## src/rtl/red_centroid_if.sv

```systemverilog
`default_nettype none
// +--------------------------------------------------------------------+
// | red_centroid_if : pixel stream in, centroid result out             |
// | Rev 1.0                                                            |
// +--------------------------------------------------------------------+
interface red_centroid_if;
  logic        red_pixel;
  logic        pixel_valid;
  logic [9:0]  x_cont;
  logic [8:0]  y_cont;
  logic        v_sync;
  logic [9:0]  vert_line;
  logic [8:0]  horz_line;
  logic        ball_found;
  logic        centroid_valid;
  logic [18:0] pixel_count;
  logic        frame_dropped;

  modport master (
    output red_pixel, pixel_valid, x_cont, y_cont, v_sync,
    input  vert_line, horz_line, ball_found, centroid_valid, pixel_count, frame_dropped
  );

  modport slave (
    input  red_pixel, pixel_valid, x_cont, y_cont, v_sync,
    output vert_line, horz_line, ball_found, centroid_valid, pixel_count, frame_dropped
  );
endinterface
`default_nettype wire

```

## src/rtl/red_centroid.sv

```systemverilog
`default_nettype none
// +--------------------------------------------------------------------+
// | red_centroid : per-frame centroid of red pixels via serial divide  |
// | Rev 1.0                                                            |
// +--------------------------------------------------------------------+
module red_centroid #(
  parameter int MIN_PIXELS = 16,
  parameter int H_ACTIVE   = 640,
  parameter int V_ACTIVE   = 480
) (
  input  logic          ball_clock,
  input  logic          reset,
  red_centroid_if.slave bus
);
  typedef enum logic [1:0] {IDLE = 2'd0, DIVIDE = 2'd1, UPDATE = 2'd2} state_t;

  localparam logic [10:0] H_LIM   = 11'(H_ACTIVE);
  localparam logic [9:0]  V_LIM   = 10'(V_ACTIVE);
  localparam logic [18:0] MIN_CNT = 19'(MIN_PIXELS);

  state_t      state_q, state_d;
  logic        vs_q;
  logic [18:0] cnt_q;
  logic [27:0] sumx_q, sumy_q;
  logic [18:0] den_q, remx_q, remy_q;
  logic [27:0] quox_q, quoy_q;
  logic [4:0]  step_q;
  logic [9:0]  vert_q;
  logic [8:0]  horz_q;
  logic        found_q, valid_q, dropped_q;
  logic [18:0] pcount_q;

  logic        frame_end;
  logic        pix_hit;
  logic [46:0] stepx, stepy;

  // Restoring divide step: shift in the next dividend bit, subtract if it fits.
  function automatic logic [46:0] div_step(input logic [18:0] rem, input logic [27:0] quo,
                                           input logic [18:0] den);
    logic [19:0] trial;
    trial = {rem, quo[27]};
    if (trial >= {1'b0, den}) return {19'(trial - {1'b0, den}), quo[26:0], 1'b1};
    else                      return {trial[18:0], quo[26:0], 1'b0};
  endfunction

  assign frame_end = vs_q & ~bus.v_sync;
  assign pix_hit   = bus.red_pixel & bus.pixel_valid & bus.v_sync &
                     ({1'b0, bus.x_cont} < H_LIM) & ({1'b0, bus.y_cont} < V_LIM);
  assign stepx     = div_step(remx_q, quox_q, den_q);
  assign stepy     = div_step(remy_q, quoy_q, den_q);

  always_comb begin
    state_d = state_q;
    case (state_q)
      IDLE:    if (frame_end) state_d = (cnt_q >= MIN_CNT) ? DIVIDE : UPDATE;
      DIVIDE:  if (step_q == 5'd27) state_d = UPDATE;
      UPDATE:  state_d = IDLE;
      default: state_d = IDLE;
    endcase
  end

  always_ff @(posedge ball_clock) begin
    if (reset) begin
      state_q   <= IDLE;
      vs_q      <= 1'b0;
      cnt_q     <= '0;
      sumx_q    <= '0;
      sumy_q    <= '0;
      den_q     <= '0;
      remx_q    <= '0;
      remy_q    <= '0;
      quox_q    <= '0;
      quoy_q    <= '0;
      step_q    <= '0;
      vert_q    <= 10'h3FF;
      horz_q    <= 9'h1FF;
      found_q   <= 1'b0;
      pcount_q  <= '0;
      valid_q   <= 1'b0;
      dropped_q <= 1'b0;
    end else begin
      state_q   <= state_d;
      vs_q      <= bus.v_sync;
      valid_q   <= 1'b0;
      dropped_q <= frame_end && (state_q != IDLE);

      // Accumulators restart at every frame end, even when the frame is dropped.
      if (frame_end) begin
        cnt_q  <= '0;
        sumx_q <= '0;
        sumy_q <= '0;
      end else if (pix_hit) begin
        cnt_q  <= cnt_q + 19'd1;
        sumx_q <= sumx_q + {18'd0, bus.x_cont};
        sumy_q <= sumy_q + {19'd0, bus.y_cont};
      end

      case (state_q)
        IDLE: begin
          if (frame_end) begin
            den_q  <= cnt_q;
            quox_q <= sumx_q;
            quoy_q <= sumy_q;
            remx_q <= '0;
            remy_q <= '0;
            step_q <= '0;
            if (cnt_q < MIN_CNT) begin
              vert_q   <= 10'h3FF;
              horz_q   <= 9'h1FF;
              found_q  <= 1'b0;
              pcount_q <= cnt_q;
              valid_q  <= 1'b1;
            end
          end
        end
        DIVIDE: begin
          {remx_q, quox_q} <= stepx;
          {remy_q, quoy_q} <= stepy;
          step_q           <= step_q + 5'd1;
          // The last quotient bit is taken straight from the step so results land with the UPDATE cycle.
          if (state_d == UPDATE) begin
            vert_q   <= stepx[9:0];
            horz_q   <= stepy[8:0];
            found_q  <= 1'b1;
            pcount_q <= den_q;
            valid_q  <= 1'b1;
          end
        end
        default: ;
      endcase
    end
  end

  assign bus.vert_line      = vert_q;
  assign bus.horz_line      = horz_q;
  assign bus.ball_found     = found_q;
  assign bus.pixel_count    = pcount_q;
  assign bus.centroid_valid = valid_q;
  assign bus.frame_dropped  = dropped_q;
endmodule
`default_nettype wire

```

## src/flat_wrapper.sv

```systemverilog
// flat-port wrapper written by rule: the top's interface ports become plain ports
module red_centroid_flat 
#(
  parameter int MIN_PIXELS = 16,
  parameter int H_ACTIVE   = 640,
  parameter int V_ACTIVE   = 480
)
  (ball_clock, reset, bus_red_pixel, bus_pixel_valid, bus_x_cont, bus_y_cont, bus_v_sync, bus_vert_line, bus_horz_line, bus_ball_found, bus_centroid_valid, bus_pixel_count, bus_frame_dropped);
  red_centroid_if bus_i ();
  input  logic ball_clock;
  input  logic reset;
  input wire logic [$bits(bus_i.red_pixel)-1:0] bus_red_pixel;
  input wire logic [$bits(bus_i.pixel_valid)-1:0] bus_pixel_valid;
  input wire logic [$bits(bus_i.x_cont)-1:0] bus_x_cont;
  input wire logic [$bits(bus_i.y_cont)-1:0] bus_y_cont;
  input wire logic [$bits(bus_i.v_sync)-1:0] bus_v_sync;
  output wire logic [$bits(bus_i.vert_line)-1:0] bus_vert_line;
  output wire logic [$bits(bus_i.horz_line)-1:0] bus_horz_line;
  output wire logic [$bits(bus_i.ball_found)-1:0] bus_ball_found;
  output wire logic [$bits(bus_i.centroid_valid)-1:0] bus_centroid_valid;
  output wire logic [$bits(bus_i.pixel_count)-1:0] bus_pixel_count;
  output wire logic [$bits(bus_i.frame_dropped)-1:0] bus_frame_dropped;
  assign bus_i.red_pixel = bus_red_pixel;
  assign bus_i.pixel_valid = bus_pixel_valid;
  assign bus_i.x_cont = bus_x_cont;
  assign bus_i.y_cont = bus_y_cont;
  assign bus_i.v_sync = bus_v_sync;
  assign bus_vert_line = bus_i.vert_line;
  assign bus_horz_line = bus_i.horz_line;
  assign bus_ball_found = bus_i.ball_found;
  assign bus_centroid_valid = bus_i.centroid_valid;
  assign bus_pixel_count = bus_i.pixel_count;
  assign bus_frame_dropped = bus_i.frame_dropped;
  red_centroid #(.MIN_PIXELS(MIN_PIXELS), .H_ACTIVE(H_ACTIVE), .V_ACTIVE(V_ACTIVE)) u_core (.ball_clock(ball_clock), .reset(reset), .bus(bus_i));
endmodule
```

## config.mk

```make
export PLATFORM = sky130hd
export DESIGN_NAME = red_centroid_flat
export DESIGN_NICKNAME = d
export VERILOG_FILES = /design/src/rtl/red_centroid_if.sv /design/src/rtl/red_centroid.sv /design/src/flat_wrapper.sv
export SDC_FILE = /design/constraint.sdc
export NUM_CORES = 1
export LEC_CHECK = 0
export CAP_MARGIN = 20
export CORE_MARGIN = 2
export CORE_UTILIZATION = 45
export CTS_BUF_LIST = sky130_fd_sc_hd__clkbuf_8
export CTS_CLUSTER_DIAMETER = 80
export DETAILED_ROUTE_END_ITERATION = 10
export PLACE_DENSITY = 0.63
export SLEW_MARGIN = 10
export SYNTH_ARGS = -nofsm -noshare
export SYNTH_HDL_FRONTEND = slang
export SYNTH_SLANG_ARGS = --single-unit
export TNS_END_PERCENT = 30
```

## constraint.sdc

```tcl
create_clock -name ball_clock -period 8.2 [get_ports ball_clock]
set_clock_uncertainty 0.1 [all_clocks]
set_input_delay 2.05 -clock ball_clock [delete_from_list [all_inputs] [get_ports ball_clock]]
set_output_delay 2.05 -clock ball_clock [all_outputs]
set_load 0.05 [all_outputs]
```

==> summary.log, run 1 <==
qor: die.row_count 61
qor: die.pin_count 65
qor: synth.post-synth-top-area-cell sky130_fd_sc_hd__dfxtp_1
qor: finish.fraction_of_final_layout_cells_with_drive_strength_greater_than_1 6.27%
qor: grt.pin_count_of_the_biggest_net_entering_global_routing 113
qor: synth.synth_top_cells_by_area sky130_fd_sc_hd__dfxtp_1, sky130_fd_sc_hd__nand2_1, sky130_fd_sc_hd__ha_1
qor: clock_tree.cts-htree-levels 2
qor: finish.n_antenna_cell 0
qor: hold_path.path_class_of_the_lowest_slack_min_delay_path reg2reg
qor: critical_path.timing.critical_path.required 8500 ps
qor: timing.setup_total_negative_slack 0 ps
qor: grt.use_met3 3.70%
qor: synth.synth.yosys.seq_area_share 37.9%
qor: clock_tree.cts.reportedPaths.clkPinSlew 60 ps
qor: timing.final_report_hold_violation_count 0
qor: route.route.final.wire_length 31.8 mm
qor: timing.final_max_slew_violation_count 0
qor: clock_tree.ctsResizeCount 0
qor: clock_tree.cts-buffers-inserted 43
qor: timing.worst_pin_slew 1090 ps
qor: synth.synth_cell_types 76
qor: timing.period_minus_slack 4640 ps
qor: grt.grt_pass1_wl 51.6 mm
qor: route.average_wire_length_per_cell_after_detail_routing 15.9 µm
qor: die.initial_core_util 45.4%
qor: clock_tree.root_buffer sky130_fd_sc_hd__clkbuf_8
qor: run_status.status finished, final reports clean
qor: synth.ys_warn_count 0
qor: clock_tree.clkLatencyLatePin 570 ps
qor: synth.synth_enable_flop_cells 0
qor: synth.post_synth_inst_count 1559
qor: die.die-height 171 µm
qor: power.power_leakage 5.30 nW
qor: hold_path.worstHoldPathCells 2
qor: timing.final.period_utilization 56.6%
qor: timing.achievable-frequency 0.216 GHz
qor: run.drv.max_cap_violation_count 0
qor: synth.asyncSetResetFlopFracSynth 0%
qor: critical_path.timing.critical_path.from_type input port
qor: power.power.density 175 mW/mm²
qor: synth.synth_largest_type_area_fraction 37.9%
qor: clock_tree.cts_hold_buffers 0
qor: die.core-area 0.0276 mm²
qor: route.routed_via_density 5.56
qor: route.drt_pre_antenna_iters 5
qor: critical_path.setup.worst_path.class in2reg
qor: clock_tree.post_cts_buffers 0
qor: synth.avgSynthCellArea 8.03 µm²
qor: grt.antenna_found_initial 0
qor: synth.postSynthRegisterBits 237
qor: die.area_enclosed_by_the_die_boundary 0.0292 mm²
qor: critical_path.timing.critical_path.arrival 4940 ps
qor: critical_path.rr_worst_depth 10
qor: grt.via_count_of_the_first_global_routing_pass 10300
qor: clock_tree.tritoncts_clock_tree done
qor: grt.gr-total-overflow 0
qor: grt.grt_util_met1 29.2%
qor: placement.io_buffer_count 64
qor: critical_path.worst_setup_path_end_kind register
qor: finish.design.final.nets 1681
qor: timing.worst_slew_margin_rel 27.2%
qor: finish.post_layout_nonfiller_instances 2004
qor: route.via_count 11100
qor: grt.grt-busiest-layer met2
qor: synth.syn_nets 1647
qor: die.die_w 171 µm
qor: synth.synth.cell_area 0.0125 mm²
qor: route.drtAntennaViolNets 0
qor: synth.dominantRegCellSynth sky130_fd_sc_hd__dfxtp_1
qor: finish.area_growth_syn_to_layout 14.2%
qor: finish.fillerInstances 2663
qor: route.drc 0
qor: route.dr.first_iter.drc_count 675
qor: timing.unrepaired_setup_endpoints_after_global_routing false
qor: critical_path.critical_path.max_fanout 12
qor: timing.timing.final.setup_violations 0
qor: placement.gp_congestion 0.928
qor: placement.dp.cells 1926
qor: grt.global_route.usage.total 21.6%
qor: clock_tree.clock_sink_count 237
qor: placement.hpwlAfterDp 21.7 mm
qor: clock_tree.ctsLongestPathBuffers 3
qor: power.max-vdd-ir-drop 0.117 mV
qor: grt.grt_use_met2 35.6%
layer usage:
layer / part of all wire [%] / vias up
li1: - / 5612
met1: 48 / 5282
met2: 46 / 204
met3: 4.3 / 42
met4: 1.6 / 0
met5: 0 / -
worst paths after layout:
kind                          start           endpoint  slack [ps]
setup / recovery      bus_x_cont[1]  u_core.sumx_q[21]        3560
hold / removal     u_core.remx_q[1]   u_core.remx_q[1]         370
setup reg to reg  u_core.quox_q[27]   u_core.remx_q[2]        4820
hold reg to reg    u_core.remx_q[1]   u_core.remx_q[1]         370
layout by cell type, fill, tap and decap left out, types with 19 or more instances in the layout:
cell / count
sky130_fd_sc_hd__ha_1: 60
sky130_fd_sc_hd__nor3_1: 37
sky130_fd_sc_hd__a21o_1: 20
sky130_fd_sc_hd__nor2_1: 186
sky130_fd_sc_hd__nand2_1: 288
sky130_fd_sc_hd__inv_1: 57
sky130_fd_sc_hd__a211oi_1: 19
sky130_fd_sc_hd__a21oi_1: 85
sky130_fd_sc_hd__xnor2_1: 42
sky130_fd_sc_hd__and3_1: 21
sky130_fd_sc_hd__clkdlybuf4s50_1: 63
sky130_fd_sc_hd__dfxtp_1: 237
sky130_fd_sc_hd__o21ai_0: 57
sky130_fd_sc_hd__clkbuf_8: 57
sky130_fd_sc_hd__a311oi_1: 77
sky130_fd_sc_hd__nand3_1: 29
sky130_fd_sc_hd__xor2_1: 41
sky130_fd_sc_hd__o21bai_1: 20
synthesized netlist by cell type, types with 5 or more instances:
cell type and instances:
sky130_fd_sc_hd__xnor2_1 42, sky130_fd_sc_hd__or3_1 12, sky130_fd_sc_hd__and3_1 21, sky130_fd_sc_hd__clkbuf_1 71, sky130_fd_sc_hd__ha_1 60, sky130_fd_sc_hd__nor2_1 188, sky130_fd_sc_hd__mux2i_1 18, sky130_fd_sc_hd__o21ai_0 57
sky130_fd_sc_hd__inv_1 41, sky130_fd_sc_hd__nand4_1 18, sky130_fd_sc_hd__a311oi_1 77, sky130_fd_sc_hd__o211ai_1 6, sky130_fd_sc_hd__o21bai_1 20, sky130_fd_sc_hd__nor3_1 38, sky130_fd_sc_hd__a21oi_1 86, sky130_fd_sc_hd__xor2_1 41
sky130_fd_sc_hd__a32oi_1 10, sky130_fd_sc_hd__o21a_1 9, sky130_fd_sc_hd__nand3_1 29, sky130_fd_sc_hd__nand2_1 288, sky130_fd_sc_hd__a211o_1 6, sky130_fd_sc_hd__dfxtp_1 237, sky130_fd_sc_hd__nor4_1 5, sky130_fd_sc_hd__buf_6 5
sky130_fd_sc_hd__nand2b_1 16, sky130_fd_sc_hd__o2111ai_1 5, sky130_fd_sc_hd__nor2b_1 10, sky130_fd_sc_hd__a31oi_1 7, sky130_fd_sc_hd__a21o_1 20, sky130_fd_sc_hd__o21ai_1 14, sky130_fd_sc_hd__a211oi_1 19, sky130_fd_sc_hd__buf_2 10
report_power, final:
part	internal, mW	leakage, nW	switching (mW)
registers	1.17	1.92	0.0159
logic	0.0546	2.86	0.0927
clock network	0.654	0.525	0.503
total	1.88	5.30	0.611
per-stage QoR:
stage	util (%)	hold slack [ps]	instance area (µm²)	total power [mW]	setup slack, ps
finish	51.9	365	14300	2.49	3560
global route	51.9	388	14300	2.59	3410
CTS	51.9	365	14300	2.53	3580
detailed placement	48.5	357	13400	1.36	3020
global placement	48.5	352	13400	1.36	3060
floorplan	-	335	12500	1.31	4120
critical path, stage by stage:
cell and delay [ps]:
sky130_fd_sc_hd__clkdlybuf4s50_1 420, sky130_fd_sc_hd__ha_1 320, sky130_fd_sc_hd__a211o_1 360, sky130_fd_sc_hd__a2111oi_2 410
sky130_fd_sc_hd__o31ai_2 130, sky130_fd_sc_hd__a21oi_1 820, sky130_fd_sc_hd__nor4b_1 170, sky130_fd_sc_hd__xnor2_1 190
sky130_fd_sc_hd__nor2_1 50
flip-flops by register name, summed over array words and instances (netlist names), 2 cells and up:
register	cells
u_core.den_q	19
u_core.bus.pixel_count	19
u_core.bus.vert_line	10
u_core.state_q	2
u_core.step_q	5
u_core.quoy_q	28
u_core.cnt_q	19
u_core.sumy_q	28
u_core.remy_q	19
u_core.sumx_q	28
u_core.quox_q	28
u_core.remx_q	19
u_core.bus.horz_line	9
logic make-up after synthesis:
family | share of synthesized area (%)
mux | 1.44
compound gates | 20.8
simple gates | 23.1
fa+ha+maj | 6.64
xor+xnor | 5.81
flops | 37.9
buf+inv | 4.30
final cells by class:
class	count	area [µm²]	area share (%)
clock buffers	57	785	5.49
clock inverters	21	128	0.893
inverters	41	154	1.08
multi-input cells	1193	7270	50.9
flip-flops and latches	237	4740	33.2
well taps	378	473	3.31
repair buffers	77	736	5.15
(Power assumes the default switching activity.)
==> inputs of run 2 (changes only) <==
==> constraint.sdc (replaced) <==
create_clock -name ball_clock -period 4.6 [get_ports ball_clock]
set_clock_uncertainty 0.1 [all_clocks]
set_input_delay 1.15 -clock ball_clock [delete_from_list [all_inputs] [get_ports ball_clock]]
set_output_delay 1.15 -clock ball_clock [all_outputs]
set_load 0.05 [all_outputs]
==> summary.log, run 2 (synthesis results as in run 1) <==
qor: run_status.status finished, final reports clean [unchanged]
qor: route.average_wire_length_per_cell_after_detail_routing 15.7 µm [was 15.9 µm]
qor: timing.final_report_hold_violation_count 0 [unchanged]
qor: timing.final.period_utilization 76.1%
qor: route.drtAntennaViolNets 0 [unchanged]
qor: route.via_count 11100 [about the same]
qor: clock_tree.post_cts_buffers 0 [unchanged]
qor: clock_tree.cts-htree-levels 2 [unchanged]
qor: critical_path.timing.critical_path.slowest_cell_delay 460 ps [was 820 ps]
qor: grt.antenna_found_initial 0 [unchanged]
qor: timing.timing.final.setup_violations 0 [unchanged]
qor: timing.fin_ws 1100 ps [was 3560 ps]
qor: die.area_enclosed_by_the_die_boundary 0.0292 mm² [unchanged]
qor: placement.dp.cells 1935 [was 1926]
qor: power.power.density 301 mW/mm² [was 175 mW/mm²]
qor: grt.pin_count_of_the_biggest_net_entering_global_routing 113 [unchanged]
qor: power.power_leakage 5.30 nW [about the same]
qor: die.row_count 61 [unchanged]
qor: finish.layout.cells.most_common sky130_fd_sc_hd__nand2_1 [unchanged]
qor: placement.io_buffer_count 64 [unchanged]
qor: route.drc 0 [unchanged]
qor: grt.gr-total-overflow 0 [unchanged]
qor: finish.fraction_of_final_layout_cells_with_drive_strength_greater_than_1 6.63% [was 6.27%]
qor: hold_path.path_class_of_the_lowest_slack_min_delay_path reg2reg [unchanged]
qor: clock_tree.clock_sink_count 237 [unchanged]
qor: timing.period_minus_slack 3500 ps
qor: timing.setup_total_negative_slack 0 ps [unchanged]
qor: finish.most-common-layout-cells sky130_fd_sc_hd__nand2_1, sky130_fd_sc_hd__dfxtp_1, sky130_fd_sc_hd__nor2_1 [unchanged]
qor: run.drv.max_cap_violation_count 0 [unchanged]
qor: placement.dpl_worst_slack 630 ps [was 3020 ps]
qor: critical_path.timing.critical_path.slowest_stage_cell sky130_fd_sc_hd__clkdlybuf4s50_1 [was sky130_fd_sc_hd__a21oi_1]
qor: clock_tree.ctsResizeCount 0 [unchanged]
qor: clock_tree.clkLatencyLatePin 550 ps [was 570 ps]
qor: finish.design.final.nets 1689 [was 1681]
qor: critical_path.timing.critical_path.required 4880 ps [was 8500 ps]
qor: clock_tree.cts_hold_buffers 0 [unchanged]
qor: critical_path.critical_path.max_fanout 9 [was 12]
qor: placement.hpwlAfterDp 22.0 mm [was 21.7 mm]
qor: die.die_w 171 µm [unchanged]
qor: route.drt_pre_antenna_iters 7 [was 5]
qor: die.pin_count 65 [unchanged]
qor: die.die-height 171 µm [unchanged]
qor: timing.worst_pin_slew 1060 ps [was 1090 ps]
qor: timing.unrepaired_setup_endpoints_after_global_routing false [unchanged]
qor: timing.worst_slew_margin_rel 29.5% [was 27.2%]
qor: critical_path.worst_setup_path_end_kind register [unchanged]
qor: critical_path.timing.critical_path.from_type input port [unchanged]
qor: timing.achievable-frequency 0.286 GHz
qor: finish.area_growth_syn_to_layout 14.1% [was 14.2%]
qor: critical_path.crit_chain clkdlybuf4s50_1, ha_1, inv_1, fa_1, nor2b_1, o21ai_0, a21oi_1, o2111ai_2, a211oi_1, xnor2_1, nor2_1 [was clkdlybuf4s50_1, ha_1, a211o_1, a2111oi_2, o31ai_2, a21oi_1, nor4b_1, xnor2_1, nor2_1]
qor: power.max-vdd-ir-drop 0.186 mV [was 0.117 mV]
qor: route.route.final.wire_length 31.5 mm [was 31.8 mm]
qor: placement.gp_congestion 0.869 [was 0.928]
qor: grt.grt_pass1_wl 52.0 mm [was 51.6 mm]
qor: critical_path.timing.critical_path.arrival 3780 ps [was 4940 ps]
qor: clock_tree.root_buffer sky130_fd_sc_hd__clkbuf_8 [unchanged]
qor: grt.global_route.usage.total 21.8% [was 21.6%]
qor: finish.post_layout_nonfiller_instances 2007 [was 2004]
qor: timing.final_max_slew_violation_count 0 [unchanged]
qor: finish.fillerInstances 2727 [was 2663]
qor: finish.n_antenna_cell 0 [unchanged]
qor: clock_tree.cts-buffers-inserted 42 [was 43]
qor: grt.via_count_of_the_first_global_routing_pass 10200 [was 10300]
qor: die.initial_core_util 45.4% [unchanged]
qor: route.dr.first_iter.drc_count 753 [was 675]
qor: clock_tree.ctsLongestPathBuffers 3 [unchanged]
qor: die.core-area 0.0276 mm² [unchanged]
qor: clock_tree.cts.reportedPaths.clkPinSlew 60 ps [about the same]
qor: clock_tree.tritoncts_clock_tree done [unchanged]
qor: critical_path.setup.worst_path.class in2reg [unchanged]
qor: route.routed_via_density 5.51 [was 5.56]
[run 2: metrics by stage]
step	util, %	total power, mW	area, µm²	hold WS (ps)
2_1_floorplan	-	2.34	12500	335
3_3_place_gp	48.8	2.43	13500	359
3_5_place_dp	48.8	2.43	13500	361
4_1_cts	51.8	4.35	14300	365
5_1_grt	51.8	4.47	14300	383
6_report	51.8	4.29	14300	367
[run 2: critical path, delay by kind of cell]
family,cells,cell delay [ps]
fa+ha+maj,2,560
simple gates,2,200
xor+xnor,1,150
buf+inv,2,520
compound gates,4,1190
[run 2: cell type report]
class                      instances  area, µm²  share of cell area, %
multi-input combinational       1193       7270                   50.9
sequential                       237       4740                   33.2
timing repair buffer              86        816                   5.71
clock buffer                      50        688                   4.82
tap                              378        473                   3.31
inverter                          41        154                   1.08
clock inverter                    22        133                  0.929
[run 2: power by group]
| part | internal [mW] | switching, mW |
|---|---|---|
| clock network | 1.04 | 0.864 |
| logic | 0.101 | 0.167 |
| registers | 2.09 | 0.0276 |
| total | 3.24 | 1.06 |
[run 2: metal layers]
| metal | wire length, µm | track usage [%] | up-vias |
|---|---|---|---|
| met2 | 14300 | 35.6 | 206 |
| met4 | 586 | 5.72 | 0 |
| met3 | 1260 | 3.42 | 48 |
| met5 | 0 | 0 | - |
| met1 | 15400 | 29.9 | 5199 |
| li1 | - | - | 5615 |
[run 2: path summary, 6_finish.rpt]
| check | from | end | slack (ps) | cells after the start |
|---|---|---|---|---|
| max | bus_x_cont[0] | u_core.sumx_q[24] | 1100 | 11 |
| min | u_core.quox_q[25] | u_core.quox_q[26] | 370 | 2 |
| max reg2reg | u_core.den_q[14] | u_core.quox_q[0] | 1450 | 9 |
| min reg2reg | u_core.quox_q[25] | u_core.quox_q[26] | 370 | 2 |
==> inputs of run 3 (changes only) <==
--- a/config.mk
+++ b/config.mk
@@ -11,7 +11,7 @@
 export CTS_BUF_LIST = sky130_fd_sc_hd__clkbuf_8
 export CTS_CLUSTER_DIAMETER = 80
 export DETAILED_ROUTE_END_ITERATION = 10
-export PLACE_DENSITY = 0.63
+export PLACE_DENSITY = 0.65
 export SLEW_MARGIN = 10
 export SYNTH_ARGS = -nofsm -noshare
 export SYNTH_HDL_FRONTEND = slang
==> constraint.sdc (replaced) <==
create_clock -name ball_clock -period 2.8 [get_ports ball_clock]
set_clock_uncertainty 0.1 [all_clocks]
set_input_delay 0.7 -clock ball_clock [delete_from_list [all_inputs] [get_ports ball_clock]]
set_output_delay 0.7 -clock ball_clock [all_outputs]
set_load 0.05 [all_outputs]
==> summary.log, run 3 (synthesis results as in run 1) <==
qor: clock_tree.cts_hold_buffers 0 [unchanged]
qor: route.via_count 11400 [was 11100]
qor: die.die-height 171 µm [unchanged]
qor: grt.pin_count_of_the_biggest_net_entering_global_routing 71 [was 113]
qor: clock_tree.tritoncts_clock_tree done [unchanged]
qor: hold_path.timing.hold.worst.start u_core.remy_q[5] [was u_core.quox_q[25]]
qor: hold_path.path_class_of_the_lowest_slack_min_delay_path reg2reg [unchanged]
qor: route.drt_pre_antenna_iters 5 [was 7]
qor: critical_path.crit_path_start bus_x_cont[0] [unchanged]
qor: clock_tree.cts-buffers-inserted 43 [was 42]
qor: finish.area_growth_syn_to_layout 21.3% [was 14.1%]
qor: timing.timing.final.setup_violations 0 [unchanged]
qor: critical_path.setup.worst_path.class in2reg [unchanged]
qor: finish.layout.cells.most_common sky130_fd_sc_hd__nand2_1 [unchanged]
qor: die.initial_core_util 45.4% [unchanged]
qor: clock_tree.clkLatencyLatePin 550 ps [about the same]
qor: placement.total_cell_area_at_the_placement_stage 0.0142 mm² [was 0.0135 mm²]
qor: clock_tree.cts-htree-levels 2 [unchanged]
qor: clock_tree.cts.reportedPaths.clkPinSlew 60 ps [about the same]
qor: timing.period_minus_slack 2700 ps
qor: timing.unrepaired_setup_endpoints_after_global_routing true [was false]
qor: route.m1WireLength 15.3 mm [was 15.4 mm]
qor: power.power.density 493 mW/mm² [was 301 mW/mm²]
qor: clock_tree.root_buffer sky130_fd_sc_hd__clkbuf_8 [unchanged]
qor: die.pin_count 65 [unchanged]
qor: finish.most-common-layout-cells sky130_fd_sc_hd__nand2_1, sky130_fd_sc_hd__dfxtp_1, sky130_fd_sc_hd__nor2_1 [unchanged]
qor: timing.worst_slew_margin_rel 52.8% [was 29.5%]
qor: timing.final_report_hold_violation_count 0 [unchanged]
qor: die.core-area 0.0276 mm² [unchanged]
qor: power.power_leakage 5.79 nW [was 5.30 nW]
qor: die.row_count 61 [unchanged]
qor: timing.final.period_utilization 96.4%
qor: grt.grt_pass1_wl 53.2 mm [was 52.0 mm]
qor: route.average_wire_length_per_cell_after_detail_routing 15.4 µm [was 15.7 µm]
qor: finish.fraction_of_final_layout_cells_with_drive_strength_greater_than_1 11.8% [was 6.63%]
qor: finish.design.final.nets 1769 [was 1689]
qor: placement.io_buffer_count 64 [unchanged]
qor: timing.achievable-frequency 0.371 GHz
qor: grt.gr-total-overflow 0 [unchanged]
qor: route.top_routing_layer_in_use met4 [unchanged]
qor: route.dr.first_iter.drc_count 788 [was 753]
qor: power.finalPower 7.48 mW [was 4.29 mW]
qor: finish.final_core_util 55.1% [was 51.8%]
qor: timing.worst_pin_slew 708 ps [was 1060 ps]
qor: grt.via_count_of_the_first_global_routing_pass 10800 [was 10200]
qor: route.drtAntennaViolNets 0 [unchanged]
qor: run.drv.max_cap_violation_count 0 [unchanged]
qor: critical_path.worst_setup_path_end_kind register [unchanged]
qor: placement.gp_congestion 0.892 [was 0.869]
qor: critical_path.timing.critical_path.required 3140 ps [was 4880 ps]
qor: route.drc 0 [unchanged]
qor: clock_tree.clock_sink_count 237 [unchanged]
qor: critical_path.timing.critical_path.from_type input port [unchanged]
qor: power.max-vdd-ir-drop 0.389 mV [was 0.186 mV]
qor: critical_path.timing.critical_path.arrival 3040 ps [was 3780 ps]
qor: finish.n_antenna_cell 0 [unchanged]
qor: route.route.final.wire_length 32.3 mm [was 31.5 mm]
qor: run_status.status finished, final reports clean [unchanged]
qor: die.area_enclosed_by_the_die_boundary 0.0292 mm² [unchanged]
qor: clock_tree.ctsLongestPathBuffers 3 [unchanged]
qor: finish.design_area 0.0152 mm² [was 0.0143 mm²]
qor: die.die_w 171 µm [unchanged]
qor: critical_path.crit-reg2reg-launch u_core.quoy_q[27] [was u_core.den_q[14]]
qor: route.met3RoutedLength 1.51 mm [was 1.26 mm]
qor: route.wl_met2 14.7 mm [was 14.3 mm]
qor: grt.antenna_found_initial 0 [unchanged]
qor: placement.hpwlAfterDp 23.3 mm [was 22.0 mm]
qor: critical_path.critical_path.max_fanout 9 [unchanged]
qor: route.routed_via_density 5.46 [was 5.51]
qor: timing.final_max_slew_violation_count 0 [unchanged]
qor: grt.global_route.usage.total 22.3% [was 21.8%]
-- run 3: cell types whose count changed in the layout (fill, tap and decap cells not counted), sizes merged --
cell / previous run / this run
buf: 23 / 102
bufinv: 1 / 3
clkbuf: 50 / 55
clkinv: 7 / 3
inv: 54 / 57
-- run 3: timing repair --
item | in CTS | in global routing
setup endpoints to repair | 0 | 62
setup buffers | 0 | 0
resized for setup | 0 | 23
-- run 3: worst max-delay path, cell delays in order --
cell and delay [ps]:
sky130_fd_sc_hd__clkdlybuf4s50_1 460, sky130_fd_sc_hd__ha_1 160, sky130_fd_sc_hd__inv_1 50, sky130_fd_sc_hd__fa_1 370, sky130_fd_sc_hd__nor2b_1 160, sky130_fd_sc_hd__o21ai_0 130, sky130_fd_sc_hd__a21oi_2 240, sky130_fd_sc_hd__o2111ai_4 240
sky130_fd_sc_hd__a211oi_1 320, sky130_fd_sc_hd__xnor2_1 150, sky130_fd_sc_hd__nor2_1 50
-- run 3: path summary, 6_finish.rpt --
kind	end	slack (ps)	depth (start not counted)
min reg2reg	u_core.remy_q[5]	370	2
max	u_core.sumx_q[22]	100	11
min	u_core.remy_q[5]	370	2
max reg2reg	u_core.remy_q[0]	130	12
-- run 3: metrics by stage --
step           setup WS [ps]  TNS (ps)  hold slack [ps]  instances
2_1_floorplan           67.5         0              335       1559
3_3_place_gp            -537    -14170              353       2014
3_5_place_dp            -562    -16250              357       2014
4_1_cts                 6.09         0              351       2092
5_1_grt                -56.8      -300              377       2092
6_report                 102         0              369       2092
-- run 3: layer usage --
metal	track usage (%)	vias to the layer above
li1	-	5788
met1	29.8	5344
met2	37.1	239
met3	3.26	54
met4	7.06	0
met5	0	-
-- run 3: layout make-up --
| type | instances | area [µm²] |
|---|---|---|
| multi-input combinational | 1193 | 7350 |
| clock inverter | 23 | 180 |
| sequential | 237 | 4740 |
| inverter | 41 | 154 |
| clock buffer | 55 | 757 |
| fill | 2646 | 12400 |
| timing repair buffer | 165 | 1520 |
| tap | 378 | 473 |
-- run 3: where the power goes --
| part | total, mW | internal [mW] | switching [mW] |
|---|---|---|---|
| Sequential | 3.48 | 3.44 | 0.0467 |
| Clock | 3.49 | 2.04 | 1.45 |
| Combinational | 0.499 | 0.212 | 0.287 |
